## src/rtl/sal_sched.sv

```systemverilog
// SAL_SCHED: arbitrates per-bank command requests from several bank controllers onto one
// registered DDR2 command bus. It enforces the inter-bank tRRD/tCCD/tWTR/tRTW spacing and
// selects banks round-robin within each command class.
// Optional feature: define SAL_SCHED_STATS_EN to add the RD/WR/ACT grant counters.
module sal_sched #(
    parameter int unsigned NUM_BANKS  = 4,
    parameter int unsigned RA_WIDTH   = 14,
    parameter int unsigned CA_WIDTH   = 10,
    parameter int unsigned ADDR_WIDTH = 14
) (
    input  logic                            clk,
    input  logic                            rst_n,
    input  logic [NUM_BANKS-1:0]            act_req_i,
    input  logic [NUM_BANKS-1:0]            rd_req_i,
    input  logic [NUM_BANKS-1:0]            wr_req_i,
    input  logic [NUM_BANKS-1:0]            pre_req_i,
    input  logic [NUM_BANKS-1:0]            ref_req_i,
    input  logic [NUM_BANKS*RA_WIDTH-1:0]   ra_i,
    input  logic [NUM_BANKS*CA_WIDTH-1:0]   ca_i,
    output logic [NUM_BANKS-1:0]            act_gnt_o,
    output logic [NUM_BANKS-1:0]            rd_gnt_o,
    output logic [NUM_BANKS-1:0]            wr_gnt_o,
    output logic [NUM_BANKS-1:0]            pre_gnt_o,
    output logic [NUM_BANKS-1:0]            ref_gnt_o,
    input  logic [3:0]                      t_rrd_i,
    input  logic [3:0]                      t_ccd_i,
    input  logic [3:0]                      t_wtr_i,
    input  logic [3:0]                      t_rtw_i,
    output logic                            cs_n_o,
    output logic                            ras_n_o,
    output logic                            cas_n_o,
    output logic                            we_n_o,
    output logic [$clog2(NUM_BANKS)-1:0]    ba_o,
    output logic [ADDR_WIDTH-1:0]           addr_o
`ifdef SAL_SCHED_STATS_EN
    ,
    output logic [31:0]                     rd_cnt_o,
    output logic [31:0]                     wr_cnt_o,
    output logic [31:0]                     act_cnt_o
`endif
);

    localparam int unsigned BA_WIDTH = $clog2(NUM_BANKS);

    typedef enum logic [2:0] {CmdNone, CmdRd, CmdWr, CmdPre, CmdAct, CmdRef} cmd_e;

    logic [3:0]           cnt_rrd_q, cnt_ccd_q, cnt_wtr_q, cnt_rtw_q;
    logic [BA_WIDTH-1:0]  rr_ptr_q;
    logic [NUM_BANKS-1:0] rd_elig, wr_elig, pre_elig, act_elig, ref_elig, cand;
    logic [BA_WIDTH-1:0]  idx, sel_bank;
    logic                 gnt_valid;
    cmd_e                 sel_cmd;
    logic [RA_WIDTH-1:0]  ra_sel;
    logic [CA_WIDTH-1:0]  ca_sel;
    logic [ADDR_WIDTH-1:0] ra_ext, ca_ext;

    // A loaded value t lets the blocked command go exactly t cycles after the grant.
    function automatic logic [3:0] sat_dec(input logic [3:0] c);
        return (c == 4'd0) ? 4'd0 : c - 4'd1;
    endfunction

    // Each bank offers only its own top request; that request then passes or fails timing.
    always_comb begin
        rd_elig  = '0;
        wr_elig  = '0;
        pre_elig = '0;
        act_elig = '0;
        ref_elig = '0;
        for (int b = 0; b < NUM_BANKS; b++) begin
            if (rd_req_i[b])       rd_elig[b]  = (cnt_ccd_q == 4'd0) && (cnt_wtr_q == 4'd0);
            else if (wr_req_i[b])  wr_elig[b]  = (cnt_ccd_q == 4'd0) && (cnt_rtw_q == 4'd0);
            else if (pre_req_i[b]) pre_elig[b] = 1'b1;
            else if (act_req_i[b]) act_elig[b] = (cnt_rrd_q == 4'd0);
            else if (ref_req_i[b]) ref_elig[b] = 1'b1;
        end
    end

    // Pick the highest non-empty class, then the first candidate at or after rr_ptr.
    always_comb begin
        cand = '0;
        if (|(rd_elig | wr_elig)) cand = rd_elig | wr_elig;
        else if (|pre_elig)       cand = pre_elig;
        else if (|act_elig)       cand = act_elig;
        else                      cand = ref_elig;
        gnt_valid = 1'b0;
        sel_bank  = '0;
        idx       = '0;
        // Walk offsets downwards so the smallest offset from the pointer wins.
        for (int off = NUM_BANKS - 1; off >= 0; off--) begin
            idx = rr_ptr_q + BA_WIDTH'(off);
            if (cand[idx]) begin
                gnt_valid = 1'b1;
                sel_bank  = idx;
            end
        end
    end

    // Decode the winner into a single grant bit; reset masks every grant.
    always_comb begin
        act_gnt_o = '0;
        rd_gnt_o  = '0;
        wr_gnt_o  = '0;
        pre_gnt_o = '0;
        ref_gnt_o = '0;
        sel_cmd   = CmdNone;
        if (rst_n && gnt_valid) begin
            if (rd_elig[sel_bank]) begin
                rd_gnt_o[sel_bank] = 1'b1;
                sel_cmd = CmdRd;
            end else if (wr_elig[sel_bank]) begin
                wr_gnt_o[sel_bank] = 1'b1;
                sel_cmd = CmdWr;
            end else if (pre_elig[sel_bank]) begin
                pre_gnt_o[sel_bank] = 1'b1;
                sel_cmd = CmdPre;
            end else if (act_elig[sel_bank]) begin
                act_gnt_o[sel_bank] = 1'b1;
                sel_cmd = CmdAct;
            end else begin
                ref_gnt_o[sel_bank] = 1'b1;
                sel_cmd = CmdRef;
            end
        end
    end

    // Address of the selected bank; column addresses keep A10 (auto-precharge) low.
    always_comb begin
        ra_sel = ra_i[int'(sel_bank)*RA_WIDTH +: RA_WIDTH];
        ca_sel = ca_i[int'(sel_bank)*CA_WIDTH +: CA_WIDTH];
        ra_ext = ADDR_WIDTH'(ra_sel);
        ca_ext = ADDR_WIDTH'(ca_sel);
        ca_ext[10] = 1'b0;
    end

    // Timing counters, round-robin pointer and the registered command bus.
    always_ff @(posedge clk) begin
        if (!rst_n) begin
            cnt_rrd_q <= 4'd0;
            cnt_ccd_q <= 4'd0;
            cnt_wtr_q <= 4'd0;
            cnt_rtw_q <= 4'd0;
            rr_ptr_q  <= '0;
            cs_n_o    <= 1'b1;
            ras_n_o   <= 1'b1;
            cas_n_o   <= 1'b1;
            we_n_o    <= 1'b1;
            ba_o      <= '0;
            addr_o    <= '0;
        end else begin
            cnt_rrd_q <= (sel_cmd == CmdAct) ? sat_dec(t_rrd_i) : sat_dec(cnt_rrd_q);
            cnt_ccd_q <= (sel_cmd == CmdRd || sel_cmd == CmdWr) ? sat_dec(t_ccd_i)
                                                                : sat_dec(cnt_ccd_q);
            cnt_wtr_q <= (sel_cmd == CmdWr) ? sat_dec(t_wtr_i) : sat_dec(cnt_wtr_q);
            cnt_rtw_q <= (sel_cmd == CmdRd) ? sat_dec(t_rtw_i) : sat_dec(cnt_rtw_q);
            if (sel_cmd != CmdNone) begin
                rr_ptr_q <= sel_bank + BA_WIDTH'(1);
                ba_o     <= sel_bank;
            end
            cs_n_o <= 1'b0;
            unique case (sel_cmd)
                CmdAct: begin
                    {ras_n_o, cas_n_o, we_n_o} <= 3'b011;
                    addr_o <= ra_ext;
                end
                CmdRd: begin
                    {ras_n_o, cas_n_o, we_n_o} <= 3'b101;
                    addr_o <= ca_ext;
                end
                CmdWr: begin
                    {ras_n_o, cas_n_o, we_n_o} <= 3'b100;
                    addr_o <= ca_ext;
                end
                CmdPre: begin
                    {ras_n_o, cas_n_o, we_n_o} <= 3'b010;
                    addr_o <= '0;
                end
                CmdRef: begin
                    {ras_n_o, cas_n_o, we_n_o} <= 3'b001;
                    addr_o <= '0;
                end
                default: {ras_n_o, cas_n_o, we_n_o} <= 3'b111;
            endcase
        end
    end

`ifdef SAL_SCHED_STATS_EN
    // Free-running grant statistics, wrapping at 2^32.
    always_ff @(posedge clk) begin
        if (!rst_n) begin
            rd_cnt_o  <= 32'd0;
            wr_cnt_o  <= 32'd0;
            act_cnt_o <= 32'd0;
        end else begin
            if (sel_cmd == CmdRd)  rd_cnt_o  <= rd_cnt_o + 32'd1;
            if (sel_cmd == CmdWr)  wr_cnt_o  <= wr_cnt_o + 32'd1;
            if (sel_cmd == CmdAct) act_cnt_o <= act_cnt_o + 32'd1;
        end
    end
`endif

endmodule

```

## config.mk

```make
export PLATFORM = sky130hd
export DESIGN_NAME = sal_sched
export DESIGN_NICKNAME = d
export VERILOG_FILES = /design/src/rtl/sal_sched.sv
export SDC_FILE = /design/constraint.sdc
export NUM_CORES = 1
export LEC_CHECK = 0
export CORE_MARGIN = 2
export CORE_UTILIZATION = 41
export DETAILED_ROUTE_END_ITERATION = 10
export GPL_ROUTABILITY_DRIVEN = 0
export MAX_ROUTING_LAYER = met4
export PLACE_DENSITY = 0.91
export SYNTH_ARGS = -nofsm -noshare
export SYNTH_HDL_FRONTEND = slang
export SYNTH_SLANG_ARGS = --single-unit
```

## constraint.sdc

```tcl
create_clock -name clk -period 4.6 [get_ports clk]
set_input_delay 0.69 -clock clk [delete_from_list [all_inputs] [get_ports clk]]
set_output_delay 0.69 -clock clk [all_outputs]
set_load 0.02 [all_outputs]
```

==> results.py <==
metrics = {
    "setup_path": {
        "worstPathMaxFanout": 6,
        "crit_path_end_kind": "output port",
        "ff2ff_path_depth": 10,
        "r2r-end": "addr_o[0]",
        "startpoint_type": "input port",
        "worstSetupPathType": "in2out",
        "critical_path_arrival_ns": 3.89,
        "r2r_slack_ns": 0.75,
        "r2r-start": "cnt_rrd_q[3]",
        "cp.required_ns": 3.91,
    },
    "routing": {
        "drt_iter0_drc": 350,
        "wirelength_mm": 15.56,
        "routed.top_layer": "met4",
        "avgViaCountPerCell": 6.102,
        "met3WireLength_mm": 1.309,
        "dr_wl_met2_mm": 7.889,
        "wl_per_cell_um": 20.31,
        "drc": 0,
        "num_vias": 4674,
        "wl_met1_mm": 5.825,
        "dr.pass1.iters": 5,
        "ant_nets": 0,
    },
    "cts": {
        "postCtsHoldBufs": 0,
        "insertion_delay_ns": 0.30,
        "clock-sinks": 38,
        "cts-buffers-inserted": 5,
        "clk_pin_slew_worst_paths_ns": 0.08,
        "cts_htree_levels": 2,
        "cts_tree": "built",
        "cts_root_buffer": "clkbuf_8",
        "cts_buffer_depth": 2,
    },
    "placed_design": {
        "hpwl_mm": 11.04,
        "post-place-cells": 750,
        "numPortBuffers": 173,
    },
    "sta": {
        "slew_headroom_pct": 51.87,
        "min_period_ns": 4.578,
        "finalCritPeriodShare_pct": 99.52,
        "setup_viol": 0,
        "worstMarginPinSlew_ns": 0.7160,
        "fmax_mhz": 218.4,
        "whs_ns": 0.4541,
        "slew_viol_final": 0,
        "fin_worst_skew_ns": 0.008278,
        "hold_viol_final": 0,
    },
    "power_and_ir_drop": {
        "power_density_nw_per_um2": 838.4,
        "swShare_pct": 49.49,
        "total_power_mw": 5.191,
        "power_frac_comb_pct": 84.3,
        "max-vdd-ir-drop_uv": 756.7,
        "p_int_mw": 2.622,
        "p_seq_share_pct": 10.1,
        "clock_power_share_pct": 5.6,
        "power.leakage_nw": 2.562,
        "switchingPower_mw": 2.569,
    },
    "layout": {
        "antennaDiodeCount": 0,
        "fillers": 538,
        "final_core_util_pct": 75.73,
        "instances_no_fill": 766,
        "drive_gt1_share_pct": 28.74,
        "syn_to_final_growth_pct": 79.80,
        "layout.nets": 798,
    },
    "grt": {
        "grt_pass1_vias": 4525,
        "antenna_found_initial": 0,
        "grt-ovfl-total": 0,
        "grt_pass1_wl_mm": 21.76,
        "grtUsageTotal_pct": 31.04,
        "grt_start_max_net_pins": 49,
    },
    "synth": {
        "synth_edf_count": 0,
        "synth.distinct_cells": 71,
        "netlist_area_um2": 3443,
        "syn_avg_cell_area_um2": 8.257,
        "synth-seq-cells": 38,
        "yosysTopAreaCellShare_pct": 22.09,
        "synth_area_leader_cell": "dfxtp_1",
        "yosysSeqAreaShare_pct": 22.09,
        "ys_async_sr_fraction_pct": 0,
        "syn_inst": 417,
        "ys.flop_type": "dfxtp_1",
        "synth.net_count": 555,
        "synth_area_leaders": "dfxtp_1 (22%), mux2i_1 (7.8%), nand2_1 (5.5%)",
        "synth_warnings": 0,
    },
    "worst_hold_path": {
        "holdCritStartpoint": "addr_o[11]",
        "hold_path_end": "addr_o[11]",
        "hold_depth": 2,
        "hp-class": "reg2reg",
    },
    "floorplanning": {
        "fp.dieArea_um2": 9147,
        "start_util_pct": 42.12,
        "ios": 174,
        "fp.dieW_um": 95.64,
        "core-area_um2": 8175,
        "die_h_um": 95.64,
        "num_rows": 33,
    },
    "status": {
        "outcome": "finished, final reports clean",
    },
    "flow_run": {
        "drv_cap": 0,
    },
}
==> metal layers <==
metal	global-route usage (%)	up-vias
met1	36.96	2220
met4	11.19	0
li1	-	2127
met5	-	-
met3	5.771	51
met2	52.21	276
==> cell usage after synthesis, types with 3 or more instances <==
| master | number |
|---|---|
| mux2_2 | 14 |
| nor4b_1 | 5 |
| or4_1 | 3 |
| o21ai_0 | 15 |
| buf_4 | 4 |
| o31ai_1 | 4 |
| or3b_2 | 4 |
| nand3b_1 | 3 |
| nor4_2 | 3 |
| mux2_1 | 11 |
| buf_2 | 7 |
| clkbuf_1 | 7 |
| a211oi_1 | 5 |
| nand4_1 | 3 |
| o21ai_1 | 13 |
| nor2_1 | 29 |
| mux2i_1 | 27 |
| dfxtp_1 | 38 |
| o211ai_1 | 3 |
| nor2b_1 | 6 |
| a22oi_1 | 6 |
| or3_1 | 7 |
| nand2_1 | 50 |
| o32ai_1 | 3 |
| nor3_1 | 23 |
| a222oi_1 | 8 |
| o21ai_2 | 3 |
| o311ai_0 | 5 |
| a21oi_2 | 4 |
| inv_1 | 4 |
| o21a_1 | 3 |
| o2111a_1 | 4 |
| nor4_1 | 6 |
| ha_1 | 4 |
| a22o_1 | 15 |
| a21oi_1 | 22 |
==> power groups by stage <==
| stage | registers (mW) | clock network [mW] | logic (mW) |
|---|---|---|---|
| floorplan | 0.559 | 0 | 2.36 |
| global placement | 0.512 | 0 | 3.63 |
| detailed placement | 0.522 | 0 | 3.77 |
| CTS | 0.519 | 0.291 | 3.95 |
| global route | 0.536 | 0.308 | 4.64 |
| finish | 0.526 | 0.291 | 4.37 |
==> state kept, by name, indices dropped and copies added, names as in the netlist <==
register / count
addr_o: 14
ba_o: 2
cas_n_o: 1
cnt_ccd_q: 4
cnt_rrd_q: 4
cnt_rtw_q: 4
cnt_wtr_q: 4
cs_n_o: 1
ras_n_o: 1
rr_ptr_q: 2
we_n_o: 1
==> area by class of cell <==
cell class | count | area, um^2 | area share (%)
clock buffers | 5 | 68.82 | 1.112
clock inverters | 3 | 45.04 | 0.7276
inverters | 6 | 25.02 | 0.4042
multi-input cells | 353 | 2838 | 45.84
flip-flops and latches | 38 | 760.7 | 12.29
well taps | 105 | 131.4 | 2.122
repair buffers | 256 | 2322 | 37.51
==> metrics by stage <==
| stage | cell area [um^2] | setup WS, ns | TNS, ns |
|---|---|---|---|
| floorplan | 3443 | 0.2798 | 0 |
| global placement | 5769 | -0.4119 | -6.315 |
| detailed placement | 5769 | -0.5963 | -8.629 |
| CTS | 5957 | -0.1545 | -0.8466 |
| global route | 6191 | -0.08979 | -0.7879 |
| finish | 6191 | 0.02216 | 0 |
==> repair_timing <==
item                                    4_1_cts  5_1_grt
hold endpoints to repair                      0        0
gates resized for setup                      56       88
pin swaps                                     3       13
endpoints found under the setup margin       20       20
buffers inserted                              4        4
==> cell families after synthesis <==
family	after synthesis	synth area share, %
AOI/OAI and AO/OA	136	30.60
buffers and inverters	26	3.815
and+or+nand+nor	158	25.11
xor gates and xnor gates	2	0.5088
muxes	53	16.42
adders and majority gates	4	1.454
DFF	38	22.09
==> worst max path at each step <==
stage                            start           end  slack [ns]  depth (start not counted)
final                     act_req_i[1]   rd_gnt_o[0]        0.02                         13
after CTS                  rd_req_i[1]   rd_gnt_o[3]       -0.15                         13
after floorplan            rd_req_i[0]   rd_gnt_o[0]        0.28                         11
after detailed placement   rd_req_i[1]   rd_gnt_o[3]       -0.60                         13
after global routing      act_req_i[0]  pre_gnt_o[2]       -0.09                         17
after global placement     rd_req_i[1]   rd_gnt_o[3]       -0.41                         13
==> worst max-delay path, stage by stage <==
cell	delay, ns
clkdlybuf4s50_1	0.55
or4b_4	0.51
a311oi_4	0.35
o31ai_4	0.15
a21oi_4	0.27
buf_12	0.14
nor3_4	0.04
o21ai_4	0.20
buf_6	0.17
ha_1	0.21
nand2_2	0.12
nor4_2	0.25
buf_2	0.21
==> cell usage in the layout, fill, tap and decap left out, types with 6 or more instances in the layout <==
cell type          n
clkdlybuf4s50_1  144
buf_4             78
nand2_1           48
dfxtp_1           38
mux2i_1           27
nor2_1            26
nor3_1            22
a21oi_1           21
a22o_1            15
o21ai_0           15
mux2_2            13
o21ai_1           12
mux2_1            11
buf_2             11
a222oi_1           8
dlymetal6s2s_1     8
clkbuf_2           7
nor2b_1            6
or3_1              6
(Power assumes the default switching activity.)
